[src/rtl/tt_dfd_arb_ffs_pipe.sv]
// Registered N-to-1 arbiter with payload mux, valid/ready on both sides and
// multi-beat grant locking. Fixed LSB/MSB-first or round-robin selection.
module tt_dfd_arb_ffs_pipe #(
  parameter int WIDTH      = 8,
  parameter int SIZE       = ($clog2(WIDTH) > 1) ? $clog2(WIDTH) : 1,
  parameter int DATA_WIDTH = 32,
  parameter int LOCK_EN    = 1
) (
  input  logic                             clk,
  input  logic                             reset_n,
  input  logic [1:0]                       mode_in,
  input  logic [WIDTH-1:0]                 req_valid_in,
  input  logic [WIDTH-1:0][DATA_WIDTH-1:0] req_data_in,
  input  logic [WIDTH-1:0]                 req_last_in,
  output logic [WIDTH-1:0]                 req_ready_out,
  output logic                             out_valid,
  input  logic                             out_ready,
  output logic [DATA_WIDTH-1:0]            out_data,
  output logic [SIZE-1:0]                  out_idx,
  output logic [WIDTH-1:0]                 out_onehot,
  output logic                             out_last,
  output logic                             any_req
);

  logic [SIZE-1:0]  rr_ptr;
  logic [SIZE-1:0]  lock_idx;
  logic             lock_active;
  logic [SIZE-1:0]  win_idx;
  logic             win_found;
  logic [WIDTH-1:0] win_onehot;
  logic             win_last;
  logic             load;
  logic             grant;

  assign any_req = |req_valid_in;
  // The output register can take a new beat when empty or draining this cycle.
  assign load    = ~out_valid | out_ready;

  // Winner selection; loops run so that the preferred candidate is assigned last.
  always_comb begin : select
    int cand;
    cand      = 0;
    win_found = 1'b0;
    win_idx   = '0;
    if (lock_active) begin
      // A locked packet owns the output; if its source pauses, nobody else gets in.
      win_found = req_valid_in[lock_idx];
      win_idx   = lock_idx;
    end else begin
      case (mode_in)
        2'd1: begin
          for (int i = 0; i < WIDTH; i++) begin
            if (req_valid_in[SIZE'(i)]) begin
              win_found = 1'b1;
              win_idx   = SIZE'(i);
            end
          end
        end
        2'd2: begin
          for (int k = WIDTH - 1; k >= 0; k--) begin
            cand = int'(rr_ptr) + k;
            if (cand >= WIDTH) cand = cand - WIDTH;
            if (req_valid_in[SIZE'(cand)]) begin
              win_found = 1'b1;
              win_idx   = SIZE'(cand);
            end
          end
        end
        default: begin
          for (int i = WIDTH - 1; i >= 0; i--) begin
            if (req_valid_in[SIZE'(i)]) begin
              win_found = 1'b1;
              win_idx   = SIZE'(i);
            end
          end
        end
      endcase
    end
  end

  assign win_onehot    = {{(WIDTH-1){1'b0}}, 1'b1} << win_idx;
  assign win_last      = (LOCK_EN != 0) ? req_last_in[win_idx] : 1'b1;
  assign grant         = load & win_found;
  assign req_ready_out = grant ? win_onehot : '0;

  // Single-entry output register: capture on grant, otherwise drain when accepted.
  always_ff @(posedge clk or negedge reset_n) begin
    if (!reset_n) begin
      out_valid  <= 1'b0;
      out_data   <= '0;
      out_idx    <= '0;
      out_onehot <= '0;
      out_last   <= 1'b0;
    end else if (grant) begin
      out_valid  <= 1'b1;
      out_data   <= req_data_in[win_idx];
      out_idx    <= win_idx;
      out_onehot <= win_onehot;
      out_last   <= win_last;
    end else if (out_ready) begin
      out_valid  <= 1'b0;
    end
  end

  // Round-robin pointer moves just past the last winner, only on round-robin grants.
  always_ff @(posedge clk or negedge reset_n) begin
    if (!reset_n) begin
      rr_ptr <= '0;
    end else if (grant && (mode_in == 2'd2)) begin
      rr_ptr <= (win_idx == SIZE'(WIDTH - 1)) ? '0 : win_idx + 1'b1;
    end
  end

  // Packet lock: held from a non-last beat until the last beat of that source.
  always_ff @(posedge clk or negedge reset_n) begin
    if (!reset_n) begin
      lock_active <= 1'b0;
      lock_idx    <= '0;
    end else if (grant) begin
      lock_active <= ~win_last;
      if (!win_last) lock_idx <= win_idx;
    end
  end

endmodule

[config.mk]
export PLATFORM = sky130hd
export DESIGN_NAME = tt_dfd_arb_ffs_pipe
export DESIGN_NICKNAME = d
export VERILOG_FILES = /design/src/rtl/tt_dfd_arb_ffs_pipe.sv
export SDC_FILE = /design/constraint.sdc
export NUM_CORES = 1
export LEC_CHECK = 0
export ABC_CLOCK_PERIOD_IN_PS = 7700
export CAP_MARGIN = 40
export CORE_ASPECT_RATIO = 0.5
export CORE_MARGIN = 4
export CORE_UTILIZATION = 42
export DETAILED_ROUTE_END_ITERATION = 10
export PLACE_DENSITY = 0.88
export SLEW_MARGIN = 20
export SYNTH_ARGS = -nofsm -noshare
export SYNTH_HDL_FRONTEND = slang
export SYNTH_SLANG_ARGS = --single-unit
[constraint.sdc]
create_clock -name clk -period 7.7 [get_ports clk]
set_input_delay 1.54 -clock clk [delete_from_list [all_inputs] [get_ports clk]]
set_output_delay 1.54 -clock clk [all_outputs]
set_load 0.02 [all_outputs]
Word-level counts from Yosys, hierarchy flattened
Cells that the tools add are included.
{"block": "op_classes", "addsub": 16, "order_cmp": 18, "eq_ne": 3, "shifts": 1, "muxes": 93, "bitwise": 4, "reduce_logical": 4}
{"operator": "$mux W3", "n": 40}
{"operator": "$bmux W32 S3", "n": 1}
{"operator": "$lt A3 B5 Y1 const B", "n": 8}
{"operator": "$mux W1", "n": 38}
{"operator": "$mux W32", "n": 1}
{"operator": "$bmux W1 S3", "n": 10}
{"operator": "$ge A4 B4 Y1 const B", "n": 7}
{"operator": "$sub A3 B1 Y3 const B", "n": 8}
{"operator": "$add A3 B3 Y4 const B", "n": 4}
{"operator": "$add A3 B2 Y4 const B", "n": 2}
{"operator": "$lt A3 B4 Y1 const B", "n": 2}
{"operator": "$mux W8", "n": 1}
{"operator": "$reduce_or A8 Y1", "n": 1}
{"operator": "$shl A1 B3 Y8 const A", "n": 1}
{"operator": "$pmux W3 S2", "n": 1}
{"operator": "$add A3 B1 Y4 const B", "n": 1}
{"operator": "$ge A3 B4 Y1 const B", "n": 1}
{"operator": "$add A3 B1 Y3 const B", "n": 1}
{"operator": "$eq A3 B3 Y1 const B", "n": 1}
{"operator": "$eq A2 B1 Y1 const B", "n": 1}
{"operator": "$eq A2 B2 Y1 const B", "n": 1}
{"operator": "$not A1 Y1", "n": 2}
{"operator": "$pmux W1 S2", "n": 1}
{"operator": "$reduce_and A2 Y1", "n": 1}
{"operator": "other kinds (4)", "n": 4}
{"block": "totals", "register_bits": 52, "input_bits": 277, "output_inout_bits": 54, "wordCells": 147}

Logic depth before layout (Yosys ltp)
{"block": "depth", "ltp_word": 22, "depth_mapped": 19}

Worst setup path after synthesis
Ideal clock, no wire load.
{"block": "synth_path", "kind": "input-to-output", "start": "in req_valid_in[6]", "end": "out req_ready_out[7]", "t_arrival_ns": 4.322, "t_required_ns": 6.160, "path_slack_ns": 1.838, "stages": 13, "n_path_buf": 5, "cell_sequence": "clkbuf_1 -> mux4_2 -> mux2_4 -> or3_4 -> o211ai_4 -> and2_4 -> buf_8 -> buf_12 -> buf_6 -> buf_4 -> ha_1 -> ha_1 -> and2_1"}
{"block": "synth_between", "elab_chain_len": 15}
{"item": "start, declared", "line": "12", "text": "input logic [WIDTH-1:0] req_valid_in,"}
{"item": "$bmux W1 S3", "line": "63", "text": "if (req_valid_in[SIZE'(cand)]) begin"}
{"item": "$mux W1 (implied by the code) (2 in series)", "line": "63"}
{"item": "$mux W3 (7 in series)", "line": "63"}
{"item": "$mux W3 *", "line": "63"}
{"item": "$pmux W3 S2 *", "line": "50", "text": "case (mode_in)"}
{"item": "$mux W3 *", "line": "45", "text": "if (lock_active) begin"}
{"item": "net win_idx[1]", "line": "28", "text": "logic [SIZE-1:0] win_idx;"}
{"item": "$shl A1 B3 Y8 *", "line": "81", "text": "assign win_onehot = {{(WIDTH-1){1'b0}}, 1'b1} << win_idx;"}
{"item": "$mux W8 *", "line": "84", "text": "assign req_ready_out = grant ? win_onehot : '0;"}
{"item": "end, declared", "line": "15", "text": "output logic [WIDTH-1:0] req_ready_out,"}
The timed path passes the listed nets; every way through them passes the cells marked *. The select of a mux whose other input is x is not followed.

Final worst setup path
{"block": "layout_path", "start": "in req_valid_in[2]", "end": "out req_ready_out[3]"}
{"block": "layout_between", "elab_chain_len": 15}
{"item": "$bmux W1 S3", "line": "63"}
{"item": "$mux W1 (implied by the code) (2 in series)", "line": "63"}
{"item": "$mux W3 (8 in series)", "line": "63"}
{"item": "$pmux W3 S2 *", "line": "50"}
{"item": "$mux W3 *", "line": "45"}
{"item": "$shl A1 B3 Y8 *", "line": "81"}
{"item": "net win_onehot[3]", "line": "30", "text": "logic [WIDTH-1:0] win_onehot;"}
{"item": "$mux W8 *", "line": "84"}
Marked as above.

==> impl_results.md <==
- Status: finished clean
- Combinational share of power: between 70% and 80%
- P_leak: around 3.9 nW
- Synth cell types: 71
- Synthesized area: around 0.0057 mm²
- Sequential area share after synthesis: approximately 23%
- Row count: 29
- Remaining Overflow, GRT: 0
- Drt via density: 5.87
- Num CTS Buffers: 5
- Multi-input gate area: 0.00399 mm²
- Synth top area share: 22.7%
- Pre-antenna DRT Iters: 5
- Setup repair after global routing missed its margin: no
- Max Slew Vio Count: 0
- CTS root buffer: clkbuf_16
- Clk_skew: slightly below 0.006 ns
- Final setup vio count: 0
- Die width: 173 µm
- Synth Instances: 619
- Gr busiest metal: met2
- CP required: between 6 and 7 ns
- Worst-path clk slew: about 0.070 ns
- RR Endpoint: out_data[13]
- EDFF count, synth: 0
- IO Count: approximately 330
- Hold depth: 1
- Starting DRT DRC Count: about 470
- Fin nets: 1197
- Int Pwr: between 1.5 and 2 mW
- Placed wire-length estimate: around 19000 µm
- ANT cells: 0
- R2R Path Start: rr_ptr[1]
- Syn_area_per_cell: 9.25 µm²
- CTS H-tree lvls: 2
- Routed WL per cell: 21.6 µm
- CP Capture Type: output pin
- Crit Path Max Fanout: 26
- RePlAce Congestion: roughly 0.96
- Grt met1 use: between 30% and 40%
- Register Area: 0.00130 mm²
- WP data arrival: between 5 and 6 ns
- Synth top area cells: dfrtp_1, mux2i_1, nand2_1
- CP startpoint kind: input port
- Clock Power Share: 7.6%
- Die H: just over 90 µm
- Number of global-route vias before repair: 6477
- Yosys top cell by area: dfrtp_1
- Initial antenna violation count: 0
- Port Buffers: 330
- Yosys reg bits: 52
- GRT Util Overall: 28.0%
- FMAX: between 0.1 and 0.15 GHz
- Final critical-path share of the clock period: 90.1%
- Clk sinks: 52
- Synth cell count leaders: mux2i_1, nand2_1, dfrtp_1
- PwrDens: 370 mW/mm²
- Largest net degree at the start of global routing: between 50 and 60
- CTS Buffer Depth: 2
- Count leader, synth: mux2i_1
- R2r setup slk: around 1.9 ns
- CTS tree: done
- Routing usage on met2: roughly half
- Hold Crit Endpoint: out_onehot[0]
- # Post-CTS Setup Buffers: 0
- Maximum vdd ir drop: 0.227 mV
- ANT nets after route: 0
- Share of post-route cells with drive strength above 1: slightly below 9%
- Hold Crit Start: out_onehot[0]
- MaxCap Viol Count: 0
- DRC: 0
- Final hold vios: 0
- GR Util met3: approximately 5.9%
- Post-cts hold buffer count: 0
- Initial core utilization: around 44%
- Post-cts sizing count: 0
- First-pass GRT wire length: 35500 µm
- P_sw: 1.63 mW
- Slew margin rel.: 46.2%
- Insertion delay to the later sink of the worst-skew pair: 0.29 ns
- TNS Setup: 0 ns
- Syn Nets: roughly 910
- Via Count: around 6300
- Slew @ Worst Pin: between 0.8 and 0.9 ns
- Pwr Total: 3.38 mW
- Setup CP Type: in2out
- Filler cell count: 1016
- Worst Hold Class: reg2reg
- Core area: around 0.013 mm²
- Yosys warning total: 0
- Primary FF master, synth: dfrtp_1
- Switching part of the total: 48.1%
- Reg2Reg Depth: 13
- Die footprint: about 0.016 mm²
- Area Overhead vs Synth: 59.6%
- Final worst path period need: approximately 7 ns
- Ys async rst share: 100%
- Sequential share of power: between 10% and 20%
- Final WL: roughly 23000 µm
## critical path, stage by stage
cell	delay, ns
clkdlybuf4s50_1	0.66
mux4_2	0.63
mux2_4	0.30
or3_4	0.42
o211ai_4	0.21
and2_4	0.40
ha_1	0.29
ha_1	0.17
and2_1	0.15
clkdlybuf4s50_1	0.62
## layout by cell type (no fill, tap or decap), types with 10 or more instances in the layout
cell | netlist | layout
a21oi_1 | 35 | 35
inv_1 | 12 | 12
mux4_2 | 15 | 15
a32oi_1 | 18 | 18
mux2_2 | 28 | 28
nand2_1 | 92 | 92
a211o_1 | 15 | 15
mux2i_1 | 115 | 115
ha_1 | 11 | 11
a21o_1 | 11 | 11
a221oi_1 | 28 | 28
o21ai_1 | 18 | 18
nor2_1 | 10 | 10
buf_4 | 11 | 11
dfrtp_1 | 52 | 52
clkdlybuf4s50_1 | 0 | 329
## cell families after synthesis
| group | synth area share, % |
|---|---|
| AOI/OAI and AO/OA | 22.5 |
| muxes | 32.3 |
| DFF | 22.7 |
| adders and majority gates | 2.40 |
| and+or+nand+nor | 11.9 |
| xor gates and xnor gates | 0.437 |
| buffers and inverters | 7.75 |
## registers in the layout (all words and copies together), names as in the netlist
| register | cells |
|---|---|
| lock_active | 1 |
| out_last | 1 |
| out_valid | 1 |
| out_onehot | 8 |
| rr_ptr | 3 |
| out_idx | 3 |
| lock_idx | 3 |
| out_data | 32 |
## power groups by stage
| stage | logic (mW) | clock network [mW] | registers (mW) |
|---|---|---|---|
| 2_1_floorplan | 1.77 | 0 | 0.619 |
| 3_3_place_gp | 2.52 | 0 | 0.518 |
| 3_5_place_dp | 2.56 | 0 | 0.525 |
| 4_1_cts | 2.58 | 0.260 | 0.522 |
| 5_1_grt | 2.79 | 0.274 | 0.541 |
| 6_report | 2.60 | 0.256 | 0.524 |
## stage by stage
step / setup WS, ns / area (µm²) / hold slack, ns / cells / utilization, %
after floorplan: 1.84 / 5730 / 0.494 / 619 / -
after global placement: 0.900 / 8930 / 0.461 / 1069 / 68.7
after detailed placement: 0.815 / 8950 / 0.471 / 1070 / 68.9
after CTS: 0.785 / 9120 / 0.487 / 1078 / 70.2
after global routing: 0.621 / 9140 / 0.493 / 1080 / 70.4
final: 0.763 / 9140 / 0.483 / 1080 / 70.4
## per-layer routing
layer  vias to the layer above  share of wire, %
met5                         -                 0
met4                         0               1.8
met3                        42               6.1
met2                       246                52
met1                      3121                40
li1                       2931                 -
## worst max-delay path by stage
| stage | start | end | slack (ns) | cells past startpoint |
|---|---|---|---|---|
| after floorplan | req_valid_in[6] | req_ready_out[7] | 1.84 | 13 |
| after global placement | req_valid_in[2] | req_ready_out[3] | 0.90 | 10 |
| after detailed placement | req_valid_in[2] | req_ready_out[3] | 0.81 | 10 |
| after CTS | req_valid_in[2] | req_ready_out[3] | 0.78 | 10 |
| after global routing | req_valid_in[2] | req_ready_out[3] | 0.62 | 11 |
| final | req_valid_in[2] | req_ready_out[3] | 0.76 | 10 |
## layout make-up
type | instances | share of cell area (%)
inverters | 14 | 0.602
repair buffers | 343 | 37.4
multi-input cells | 493 | 43.6
clock buffers | 6 | 1.41
well taps | 170 | 2.33
clock inverters | 2 | 0.383
flip-flops and latches | 52 | 14.2
Note: power is estimated with default switching activity, not from simulation.
